[config.mk]
export PLATFORM = sky130hd
export DESIGN_NAME = zynet_frame_sequencer_flat
export DESIGN_NICKNAME = d
export VERILOG_FILES = /design/src/rtl/zynet_frame_sequencer_pkg.sv /design/src/rtl/zynet_frame_sequencer_if.sv /design/src/rtl/zynet_frame_sequencer_watchdog.sv /design/src/rtl/zynet_frame_sequencer.sv /design/src/flat_wrapper.sv
export SDC_FILE = /design/constraint.sdc
export NUM_CORES = 1
export LEC_CHECK = 0
export CAP_MARGIN = 20
export CORE_AREA = 2 2 156 158
export DETAILED_ROUTE_END_ITERATION = 10
export DIE_AREA = 0 0 158 160
export PLACE_DENSITY = 0.83
export SYNTH_ARGS = -nofsm -noshare
export SYNTH_HDL_FRONTEND = slang
export SYNTH_SLANG_ARGS = --single-unit
[constraint.sdc]
create_clock -name clk_i -period 3.05 [get_ports clk_i]
set_clock_uncertainty 0.05 [all_clocks]
set_input_delay 0.7625 -clock clk_i [delete_from_list [all_inputs] [get_ports clk_i]]
set_output_delay 0.7625 -clock clk_i [all_outputs]
set_load 0.02 [all_outputs]
[src/rtl/zynet_frame_sequencer_pkg.sv]
// Shared types and defaults for the zyNet frame sequencer.
// Contents:
//   seq_state_e  - sequencer FSM state encoding
//   DEF_*        - default parameter values used by the top, interface and watchdog
//   word_idx(j)  - bit offset of result word j inside a packed result vector
package zynet_seq_pkg;

    localparam int DEF_WORD_SIZE           = 16;
    localparam int DEF_INPUT_LAYER_HEIGHT  = 265;
    localparam int DEF_OUTPUT_LAYER_HEIGHT = 10;
    localparam int DEF_TIMEOUT_CYCLES      = 65535;
    localparam int DEF_CNT_WIDTH           = 32;

    typedef enum logic [2:0] {
        ST_IDLE,
        ST_START,
        ST_STREAM,
        ST_WAIT,
        ST_DELIVER,
        ST_ERROR
    } seq_state_e;

    function automatic int word_idx(input int j, input int ws = DEF_WORD_SIZE);
        return j * ws;
    endfunction

endpackage

[src/rtl/zynet_frame_sequencer_if.sv]
// Signal bundle around the frame sequencer: upstream sample stream, zyNet core
// side, downstream result side and status.
// Modports:
//   master - the sequencer (drives s_ready_o, net_*_o, res_*_o, status)
//   slave  - the environment (upstream source, core, consumer)
interface zynet_frame_sequencer_if
    import zynet_seq_pkg::*;
#(
    parameter int WORD_SIZE           = DEF_WORD_SIZE,
    parameter int OUTPUT_LAYER_HEIGHT = DEF_OUTPUT_LAYER_HEIGHT,
    parameter int CNT_WIDTH           = DEF_CNT_WIDTH
);
    logic                                     en_i;
    logic                                     clear_i;
    logic [WORD_SIZE-1:0]                     s_data_i;
    logic                                     s_valid_i;
    logic                                     s_ready_o;
    logic                                     net_start_o;
    logic [WORD_SIZE-1:0]                     net_data_o;
    logic                                     net_valid_o;
    logic                                     net_ready_i;
    logic [OUTPUT_LAYER_HEIGHT*WORD_SIZE-1:0] net_data_i;
    logic                                     net_valid_i;
    logic                                     net_yumi_o;
    logic [OUTPUT_LAYER_HEIGHT*WORD_SIZE-1:0] res_data_o;
    logic                                     res_valid_o;
    logic                                     res_yumi_i;
    logic                                     busy_o;
    logic                                     error_o;
    logic [CNT_WIDTH-1:0]                     frame_count_o;

    modport master (
        input  en_i, clear_i, s_data_i, s_valid_i, net_ready_i, net_data_i,
               net_valid_i, res_yumi_i,
        output s_ready_o, net_start_o, net_data_o, net_valid_o, net_yumi_o,
               res_data_o, res_valid_o, busy_o, error_o, frame_count_o
    );

    modport slave (
        output en_i, clear_i, s_data_i, s_valid_i, net_ready_i, net_data_i,
               net_valid_i, res_yumi_i,
        input  s_ready_o, net_start_o, net_data_o, net_valid_o, net_yumi_o,
               res_data_o, res_valid_o, busy_o, error_o, frame_count_o
    );

endinterface

[src/rtl/zynet_frame_sequencer_watchdog.sv]
// Watchdog counter for the sequencer's WAIT state.
// Ports:
//   clk, reset - clock and synchronous active-high reset
//   clear      - zero the count (wins over enable)
//   enable     - count up by one this cycle
//   tc         - count has reached TIMEOUT_CYCLES-1
module zynet_seq_watchdog
    import zynet_seq_pkg::*;
#(
    parameter int TIMEOUT_CYCLES = DEF_TIMEOUT_CYCLES
) (
    input  logic clk,
    input  logic reset,
    input  logic clear,
    input  logic enable,
    output logic tc
);
    localparam int CW = $clog2(TIMEOUT_CYCLES + 1);

    logic [CW-1:0] count_q;

    always_ff @(posedge clk) begin
        if (reset || clear) begin
            count_q <= '0;
        end else if (enable) begin
            count_q <= count_q + CW'(1);
        end
    end

    assign tc = (count_q == CW'(TIMEOUT_CYCLES - 1));

endmodule

[src/rtl/zynet_frame_sequencer.sv]
// Frame-level controller for one zyNet inference per input frame: pulses the
// core start, gates exactly INPUT_LAYER_HEIGHT words into the core, waits for
// the result under a watchdog, captures and acknowledges it, then holds it for
// the downstream consumer.
// Ports:
//   clk_i, reset_i - clock and synchronous active-high reset
//   bus            - master side of zynet_frame_sequencer_if (stream, core,
//                    result and status signals)
//
// state   | meaning
// IDLE    | waiting for en_i & s_valid_i
// START   | one-cycle net_start_o pulse
// STREAM  | pass-through of input words to the core, counting transfers
// WAIT    | waiting for the core result, watchdog running
// DELIVER | result held for the consumer until res_yumi_i
// ERROR   | watchdog expired, held until clear_i
module zynet_frame_sequencer
    import zynet_seq_pkg::*;
#(
    parameter int WORD_SIZE           = DEF_WORD_SIZE,
    parameter int INPUT_LAYER_HEIGHT  = DEF_INPUT_LAYER_HEIGHT,
    parameter int OUTPUT_LAYER_HEIGHT = DEF_OUTPUT_LAYER_HEIGHT,
    parameter int TIMEOUT_CYCLES      = DEF_TIMEOUT_CYCLES,
    parameter int CNT_WIDTH           = DEF_CNT_WIDTH
) (
    input  logic                     clk_i,
    input  logic                     reset_i,
    zynet_frame_sequencer_if.master  bus
);
    localparam int WC    = $clog2(INPUT_LAYER_HEIGHT + 1);
    localparam int RES_W = OUTPUT_LAYER_HEIGHT * WORD_SIZE;

    seq_state_e           state_q, state_d;
    logic [WC-1:0]        word_cnt_q;
    logic [RES_W-1:0]     res_q;
    logic [CNT_WIDTH-1:0] frame_cnt_q;
    logic                 xfer, last_xfer, capture, wd_tc;

    always_ff @(posedge clk_i) begin
        if (reset_i) begin
            state_q <= ST_IDLE;
        end else begin
            state_q <= state_d;
        end
    end

    always_comb begin
        state_d   = state_q;
        xfer      = 1'b0;
        last_xfer = 1'b0;
        capture   = 1'b0;
        case (state_q)
            ST_IDLE: begin
                if (bus.en_i && bus.s_valid_i) state_d = ST_START;
            end
            ST_START: begin
                state_d = ST_STREAM;
            end
            ST_STREAM: begin
                xfer = bus.s_valid_i && bus.net_ready_i;
                if (xfer && (word_cnt_q == WC'(INPUT_LAYER_HEIGHT - 1))) begin
                    last_xfer = 1'b1;
                    state_d   = ST_WAIT;
                end
            end
            ST_WAIT: begin
                // A result arriving on the terminal-count cycle still wins.
                if (bus.net_valid_i) begin
                    capture = 1'b1;
                    state_d = ST_DELIVER;
                end else if (wd_tc) begin
                    state_d = ST_ERROR;
                end
            end
            ST_DELIVER: begin
                if (bus.res_yumi_i) state_d = ST_IDLE;
            end
            ST_ERROR: begin
                if (bus.clear_i) state_d = ST_IDLE;
            end
            default: state_d = ST_IDLE;
        endcase
    end

    always_ff @(posedge clk_i) begin
        if (reset_i) begin
            word_cnt_q  <= '0;
            res_q       <= '0;
            frame_cnt_q <= '0;
        end else begin
            if (last_xfer) begin
                word_cnt_q <= '0;
            end else if (xfer) begin
                word_cnt_q <= word_cnt_q + WC'(1);
            end
            if (capture) begin
                res_q <= bus.net_data_i;
            end
            if (state_q == ST_DELIVER && bus.res_yumi_i) begin
                frame_cnt_q <= frame_cnt_q + CNT_WIDTH'(1);
            end
        end
    end

    zynet_seq_watchdog #(
        .TIMEOUT_CYCLES(TIMEOUT_CYCLES)
    ) u_watchdog (
        .clk    (clk_i),
        .reset  (reset_i),
        .clear  (last_xfer),
        .enable (state_q == ST_WAIT),
        .tc     (wd_tc)
    );

    assign bus.s_ready_o     = (state_q == ST_STREAM) && bus.net_ready_i;
    assign bus.net_valid_o   = (state_q == ST_STREAM) && bus.s_valid_i;
    assign bus.net_data_o    = (state_q == ST_STREAM) ? bus.s_data_i : '0;
    assign bus.net_start_o   = (state_q == ST_START);
    assign bus.net_yumi_o    = capture;
    assign bus.res_data_o    = res_q;
    assign bus.res_valid_o   = (state_q == ST_DELIVER);
    assign bus.busy_o        = (state_q != ST_IDLE);
    assign bus.error_o       = (state_q == ST_ERROR);
    assign bus.frame_count_o = frame_cnt_q;

endmodule

[src/flat_wrapper.sv]
// flat-port wrapper written by rule: the top's interface ports become plain ports
module zynet_frame_sequencer_flat import zynet_seq_pkg::*;
#(
    parameter int WORD_SIZE           = DEF_WORD_SIZE,
    parameter int INPUT_LAYER_HEIGHT  = DEF_INPUT_LAYER_HEIGHT,
    parameter int OUTPUT_LAYER_HEIGHT = DEF_OUTPUT_LAYER_HEIGHT,
    parameter int TIMEOUT_CYCLES      = DEF_TIMEOUT_CYCLES,
    parameter int CNT_WIDTH           = DEF_CNT_WIDTH
)
  (clk_i, reset_i, bus_en_i, bus_clear_i, bus_s_data_i, bus_s_valid_i, bus_net_ready_i, bus_net_data_i, bus_net_valid_i, bus_res_yumi_i, bus_s_ready_o, bus_net_start_o, bus_net_data_o, bus_net_valid_o, bus_net_yumi_o, bus_res_data_o, bus_res_valid_o, bus_busy_o, bus_error_o, bus_frame_count_o);
  zynet_frame_sequencer_if #(.WORD_SIZE(WORD_SIZE), .OUTPUT_LAYER_HEIGHT(OUTPUT_LAYER_HEIGHT), .CNT_WIDTH(CNT_WIDTH)) bus_i ();
  input  logic clk_i;
  input  logic reset_i;
  input wire logic [$bits(bus_i.en_i)-1:0] bus_en_i;
  input wire logic [$bits(bus_i.clear_i)-1:0] bus_clear_i;
  input wire logic [$bits(bus_i.s_data_i)-1:0] bus_s_data_i;
  input wire logic [$bits(bus_i.s_valid_i)-1:0] bus_s_valid_i;
  input wire logic [$bits(bus_i.net_ready_i)-1:0] bus_net_ready_i;
  input wire logic [$bits(bus_i.net_data_i)-1:0] bus_net_data_i;
  input wire logic [$bits(bus_i.net_valid_i)-1:0] bus_net_valid_i;
  input wire logic [$bits(bus_i.res_yumi_i)-1:0] bus_res_yumi_i;
  output wire logic [$bits(bus_i.s_ready_o)-1:0] bus_s_ready_o;
  output wire logic [$bits(bus_i.net_start_o)-1:0] bus_net_start_o;
  output wire logic [$bits(bus_i.net_data_o)-1:0] bus_net_data_o;
  output wire logic [$bits(bus_i.net_valid_o)-1:0] bus_net_valid_o;
  output wire logic [$bits(bus_i.net_yumi_o)-1:0] bus_net_yumi_o;
  output wire logic [$bits(bus_i.res_data_o)-1:0] bus_res_data_o;
  output wire logic [$bits(bus_i.res_valid_o)-1:0] bus_res_valid_o;
  output wire logic [$bits(bus_i.busy_o)-1:0] bus_busy_o;
  output wire logic [$bits(bus_i.error_o)-1:0] bus_error_o;
  output wire logic [$bits(bus_i.frame_count_o)-1:0] bus_frame_count_o;
  assign bus_i.en_i = bus_en_i;
  assign bus_i.clear_i = bus_clear_i;
  assign bus_i.s_data_i = bus_s_data_i;
  assign bus_i.s_valid_i = bus_s_valid_i;
  assign bus_i.net_ready_i = bus_net_ready_i;
  assign bus_i.net_data_i = bus_net_data_i;
  assign bus_i.net_valid_i = bus_net_valid_i;
  assign bus_i.res_yumi_i = bus_res_yumi_i;
  assign bus_s_ready_o = bus_i.s_ready_o;
  assign bus_net_start_o = bus_i.net_start_o;
  assign bus_net_data_o = bus_i.net_data_o;
  assign bus_net_valid_o = bus_i.net_valid_o;
  assign bus_net_yumi_o = bus_i.net_yumi_o;
  assign bus_res_data_o = bus_i.res_data_o;
  assign bus_res_valid_o = bus_i.res_valid_o;
  assign bus_busy_o = bus_i.busy_o;
  assign bus_error_o = bus_i.error_o;
  assign bus_frame_count_o = bus_i.frame_count_o;
  zynet_frame_sequencer #(.WORD_SIZE(WORD_SIZE), .INPUT_LAYER_HEIGHT(INPUT_LAYER_HEIGHT), .OUTPUT_LAYER_HEIGHT(OUTPUT_LAYER_HEIGHT), .TIMEOUT_CYCLES(TIMEOUT_CYCLES), .CNT_WIDTH(CNT_WIDTH)) u_core (.clk_i(clk_i), .reset_i(reset_i), .bus(bus_i));
endmodule
==> flow_summary.yaml, run 1 <==
run_status:
  outcome: "complete, no violations"
synthesis:
  synthCells: 1069
  syn_area_per_cell_sq_um: 7.97
  synth_nets: 1258
  yosysWarningCount: 0
  synth.most_common_cell: "nand2_1"
  synth_ff_type: "dfxtp_1"
  yosysTopAreaCell: "dfxtp_1"
  synth_area_leaders: "dfxtp_1 (52%), nand2_1 (15%), a21oi_1 (11%)"
  synth_common_cells: "nand2_1 (342), dfxtp_1 (220), a21oi_1 (189), clkbuf_1 (57), nor2_1 (35)"
  syn-cell-area_sq_um: 8520
  synth_edf_count: 0
  synthDominantCellAreaShare_pct: 51.7
  ys_seq_area_share_pct: 51.7
  ys_ff_latch: 220
  ys_types: 43
  synthArstFlopShare_pct: 0
timing:
  finalHoldViolations: 0
  setup_viol: 0
  max_clock_freq_mhz: 339
  tightest_slew_ns: 0.902
  period_share_pct: 96.7
  relSlewSlack_pct: 39.9
  grt_setup_unrepaired: "no"
  drv_slew: 0
  tns_ns: 0
  fin_ws_ns: 0.100
  fin_crit_ns: 2.95
detailed_routing:
  drc: 0
  drt-initial-drc-count: 516
  viasPerCell: 4.94
  drt-pass1-iter-count: 5
  vias: 8762
  postRouteAntennaNets: 0
  wire_per_inst_um: 15.0
  routed_wl_mm: 26.6
place:
  place_ws_ns: 0.0772
  place.port_buffers: 398
  place_area_sq_um: 12800
  dp_hpwl_mm: 18.4
  gp_congestion: 0.827
pwr:
  irDropWorstVdd_v: 0.000424
  powerDensity_nw_per_um2: 523
  p_leak_nw: 4.56
clocking:
  htreeDepth: 1
  insertion_delay_ns: 0.50
  clkSlewWorstSetupHoldPaths_ns: 0.06
  root_buffer: "clkbuf_16"
  clockBufferDepth: 3
  cts_buffers: 24
  cts-hold-fix-buffers: 0
  numClockSinks: 220
  cts_tree: "done"
hold_path:
  hp-class: "flip-flop to flip-flop"
  min_to: "u_core.bus.res_data_o[85]$_SDFFE_PP0P_"
  hp-start: "u_core.bus.res_data_o[85]$_SDFFE_PP0P_"
  worstHoldPathCells: 2
die:
  io_pins: 399
  die-area_sq_um: 25300
  die-width_um: 158
  die_h_um: 160
  initial_utilization_pct: 35.8
  num_rows: 57
  core_area_sq_um: 23800
global_routing:
  grt_pass1_wl_mm: 42.3
  grt_pass1_vias: 8441
  gr-total-overflow: 0
  grt_antenna_before_repair: 1
  grt_max_degree: 161
  grt_use_total_pct: 20.2
cells_and_area:
  drive_gt1_share_pct: 4.14
  final_net_count: 1624
  finalInstanceArea_sq_um: 13600
  syn_to_final_growth_pct: 59.1
  antennaDiodeCount: 0
setup_path:
  r2r-start: "u_core.state_q[0]$_SDFFE_PP0P_"
  cp-start-kind: "flip-flop"
  r2r_cells: 6
  crit_path_max_fanout: 18
  critPathRequiredTime_ns: 2.24
  critPathKind: "flip-flop to output port"
  reg2reg_setup_slack_ns: 0.69
  reg2reg_to: "u_core.bus.frame_count_o[14]$_SDFFE_PP0P_"
  worstPathCellList: "nor3b_2 -> buf_4 -> and2_1 -> clkdlybuf4s50_1"
  crit_path_max_incr_delay_ns: 0.61
  worst_path_max_delay_cell: "clkdlybuf4s50_1"
  crit_arrival_ns: 2.14
  worst_setup_path_end_kind: "output port"
flow_run:
  maxCapViolations: 0
[worst max-delay path by stage]
stage	slack [ns]	end	startpoint
after global routing	0.004	bus_net_data_o[5]	u_core.state_q[0]$_SDFFE_PP0P_
after floorplan	0.73	bus_net_yumi_o	u_core.state_q[0]$_SDFFE_PP0P_
final	0.10	bus_net_data_o[5]	u_core.state_q[0]$_SDFFE_PP0P_
after detailed placement	0.08	u_core.bus.frame_count_o[14]$_SDFFE_PP0P_	bus_res_yumi_i
after global placement	0.09	bus_net_yumi_o	bus_net_valid_i
after CTS	0.01	bus_net_data_o[12]	u_core.state_q[2]$_SDFFE_PP0P_
[layer usage]
| metal | part of all wire (%) | global-route usage, % | wire length (um) |
|---|---|---|---|
| met1 | 39 | 23.5 | 10400 |
| met2 | 48 | 34.1 | 12700 |
| met3 | 10 | 7.25 | 2730 |
| met4 | 2.9 | 7.08 | 763 |
| met5 | 0.041 | 0 | 11 |
[sequential cells by signal, indices dropped and copies added, names as in the netlist]
signal	cells
u_core.word_cnt_q	9
u_core.bus.frame_count_o	32
u_core.bus.res_data_o	160
u_core.u_watchdog.count_q	16
u_core.state_q	3
[power by group]
part	switching (W)	leakage, nW	internal [W]
Sequential	0.0000706	1.77	0.00298
Clock	0.00113	0.370	0.00167
Combinational	0.000618	2.41	0.000620
Total	0.00182	4.56	0.00527
[what timing repair did]
item	CTS	global route
setup endpoints to repair	19	20
resized for setup	2	6
buffers inserted	0	1
pin swaps	0	1
[final cells by class]
class / instances / area (sq um)
Clock inverter: 5 / 52.6
Sequential cell: 220 / 4410
Multi-Input combinational cell: 764 / 3790
Inverter: 9 / 36.3
Tap cell: 324 / 405
Clock buffer: 35 / 703
Timing Repair Buffer: 416 / 4170
Fill cell: 2050 / 10300
[cell usage in the layout (no fill, tap or decap), types with 5 or more instances in the layout]
master,n
a21oi_1,189
and2_1,21
buf_4,15
clkbuf_1,6
clkbuf_16,25
clkdlybuf4s50_1,391
dfxtp_1,219
dlymetal6s2s_1,5
ha_1,5
inv_1,8
nand2_1,341
nand3_1,18
nand4_1,20
nor2_1,35
nor3_1,7
nor4_1,13
o21ai_0,10
o31ai_1,15
or3_1,12
or4_1,15
xnor2_1,23
xor2_1,6
[critical path: cells and delay by family, from the launching register on]
kind                   cells  cell delay, ns
buffers and inverters      2            0.83
DFF                        1            0.39
and+or+nand+nor            2            0.42
[cell families after synthesis]
family	count (synthesis)	synth area share, %
adder cells (fa/ha/maj)	5	0.734
AO/OA/AOI/OAI	221	13.7
XOR/XNOR	29	2.98
buffers and inverters	85	4.01
AND/OR/NAND/NOR	507	26.7
flip-flops	220	51.7
multiplexers	2	0.250
[metrics by stage]
step / std cells / total power, W / util (%) / hold WS (ns)
final: 1773 / 0.00709 / 56.9 / 0.402
after global routing: 1773 / 0.00739 / 56.9 / 0.419
after CTS: 1772 / 0.00718 / 56.8 / 0.403
after detailed placement: 1732 / 0.00435 / 53.6 / 0.396
after global placement: 1732 / 0.00433 / 53.6 / 0.390
after floorplan: 1069 / 0.00371 / - / 0.408
Power figures use the tool's default switching activity.
==> inputs of run 2 (changes only) <==
Settings changed: MAX_ROUTING_LAYER from default to met4, REMOVE_ABC_BUFFERS from default to 1.
==> flow_summary.yaml, run 2 (same netlist as run 1, synthesis figures left out) <==
clocking:
  htreeDepth: 1
  cts_buffers: 24
  numClockSinks: 220
  cts-hold-fix-buffers: 0
  clkSlewWorstSetupHoldPaths_ns: 0.06
  cts_tree: "done"
  clockBufferDepth: 3
  root_buffer: "clkbuf_16"
  insertion_delay_ns: 0.51
detailed_routing:
  drc: 0
  viasPerCell: 4.91
  postRouteAntennaNets: 0
  routed_wl_mm: 26.9
  wire_per_inst_um: 15.2
  vias: 8721
  drt-pass1-iter-count: 4
  drt-initial-drc-count: 545
die:
  die-width_um: 158
  num_rows: 57
  io_pins: 399
  core_area_sq_um: 23800
  die-area_sq_um: 25300
  initial_utilization_pct: 35.8
  die_h_um: 160
timing:
  max_clock_freq_mhz: 344
  hold_ws_ns: 0.400
  period_share_pct: 95.2
  drv_slew: 0
  grt_setup_unrepaired: "no"
  setup_viol: 0
  fin_ws_ns: 0.147
  tns_ns: 0
  relSlewSlack_pct: 46.2
  tightest_slew_ns: 0.807
  finalHoldViolations: 0
  fin_crit_ns: 2.90
cells_and_area:
  final_net_count: 1621
  multi_input_area_sq_um: 3780
  finalInstanceArea_sq_um: 13600
  layout.area.seq_sq_um: 4410
  drive_gt1_share_pct: 4.41
  syn_to_final_growth_pct: 59.9
  largest_register_ffs: 160
  final_common_cell: "clkdlybuf4s50_1"
  layout_common_cells: "clkdlybuf4s50_1 (386), nand2_1 (341), dfxtp_1 (219)"
  nFillCells: 2069
global_routing:
  gr-total-overflow: 0
  grt_pass1_wl_mm: 41.1
  grt_pass1_vias: 8104
  grt_max_degree: 161
  grt_antenna_before_repair: 1
  grt_use_total_pct: 20.5
pwr:
  powerDensity_nw_per_um2: 529
  p_switching_w: 0.00186
  comb_power_share_pct: 17.2
  irDropWorstVdd_v: 0.000415
  netSwitchingFraction_pct: 25.8
  p_leak_nw: 4.66
  seqPwrFrac_pct: 42.3
  p_int_w: 0.00535
  pwr-share-clk_pct: 40.5
setup_path:
  r2r_cells: 6
  critPathKind: "flip-flop to output port"
  worst_setup_path_end_kind: "output port"
  worstPathCellList: "nor3b_1 -> buf_4 -> and2_1 -> clkdlybuf4s50_1"
  r2r-start: "u_core.bus.frame_count_o[0]$_SDFFE_PP0P_"
  crit_arrival_ns: 2.09
  critPathRequiredTime_ns: 2.24
  crit_path_max_incr_delay_ns: 0.60
  reg2reg_setup_slack_ns: 0.85
  crit_path_max_fanout: 20
  cp-start-kind: "flip-flop"
  worst_path_max_delay_cell: "clkdlybuf4s50_1"
  reg2reg_to: "u_core.bus.frame_count_o[26]$_SDFFE_PP0P_"
place:
  dp_hpwl_mm: 18.9
  gp_congestion: 0.874
  place.port_buffers: 398
  place_area_sq_um: 12800
  place_ws_ns: 0.187
run_status:
  outcome: "complete, no violations"
hold_path:
  hp-class: "flip-flop to flip-flop"
  worstHoldPathCells: 2
  min_to: "u_core.bus.res_data_o[23]$_SDFFE_PP0P_"
  hp-start: "u_core.bus.res_data_o[23]$_SDFFE_PP0P_"
flow_run:
  maxCapViolations: 0
## run 2: changes by cell type in the layout (fill, tap and decap cells not counted), moves of 2 or more
cell	delta
clkdlybuf4s50_1	-5
clkbuf_1	-3
dlymetal6s2s_1	+5
clkbuf_8	+3
buf_4	-4
buf_12	+2
clkinv_2	+2
## run 2: layout make-up
cell class | count | share of cell area (%)
well taps | 324 | 2.98
clock inverters | 9 | 0.579
flip-flops and latches | 220 | 32.3
clock buffers | 35 | 5.38
diodes | 1 | 0.0184
multi-input cells | 764 | 27.8
inverters | 9 | 0.266
repair buffers | 413 | 30.7
## run 2: per-layer routing
layer | share of wire, % | track usage (%)
met1 | 40 | 23.5
met2 | 49 | 34.2
met3 | 6.9 | 4.02
met4 | 4.6 | 9.71
met5 | 0 | -
## run 2: worst max-delay path by stage
stage	slack, ns	cells past startpoint	from	to
final	0.15	4	u_core.state_q[2]$_SDFFE_PP0P_	bus_net_data_o[6]
after global routing	0.06	4	u_core.state_q[0]$_SDFFE_PP0P_	bus_net_data_o[6]
after CTS	0.07	4	u_core.state_q[2]$_SDFFE_PP0P_	bus_net_data_o[1]
after detailed placement	0.19	6	bus_res_yumi_i	u_core.bus.frame_count_o[29]$_SDFFE_PP0P_
after global placement	0.23	6	bus_res_yumi_i	u_core.bus.frame_count_o[31]$_SDFFE_PP0P_
after floorplan	-2.99	2	bus_net_valid_i	bus_net_yumi_o
## run 2: metrics by stage
step,utilization [%],instances,total power [W]
detailed placement,53.7,1730,0.00436
floorplan,-,993,0.00363
global placement,53.7,1730,0.00434
global route,57.2,1775,0.00750
finish,57.2,1775,0.00721
CTS,57.1,1774,0.00730
## run 2: what timing repair did
item | in CTS | in global routing
setup buffers | 0 | 0
resized for setup | 0 | 11
setup endpoints to repair | 0 | 13
## run 2: critical path, delay by kind of cell (launching register included)
kind | cells | cell delay (ns)
buffers and inverters | 2 | 0.83
DFF | 1 | 0.38
and+or+nand+nor | 2 | 0.37
## run 2: power by group through the flow
stage / Clock, W / Sequential [W] / Combinational [W]
floorplan: 0 / 0.00323 / 0.000399
global placement: 0 / 0.00311 / 0.00123
detailed placement: 0 / 0.00311 / 0.00125
CTS: 0.00300 / 0.00305 / 0.00125
global route: 0.00310 / 0.00306 / 0.00133
finish: 0.00292 / 0.00305 / 0.00124
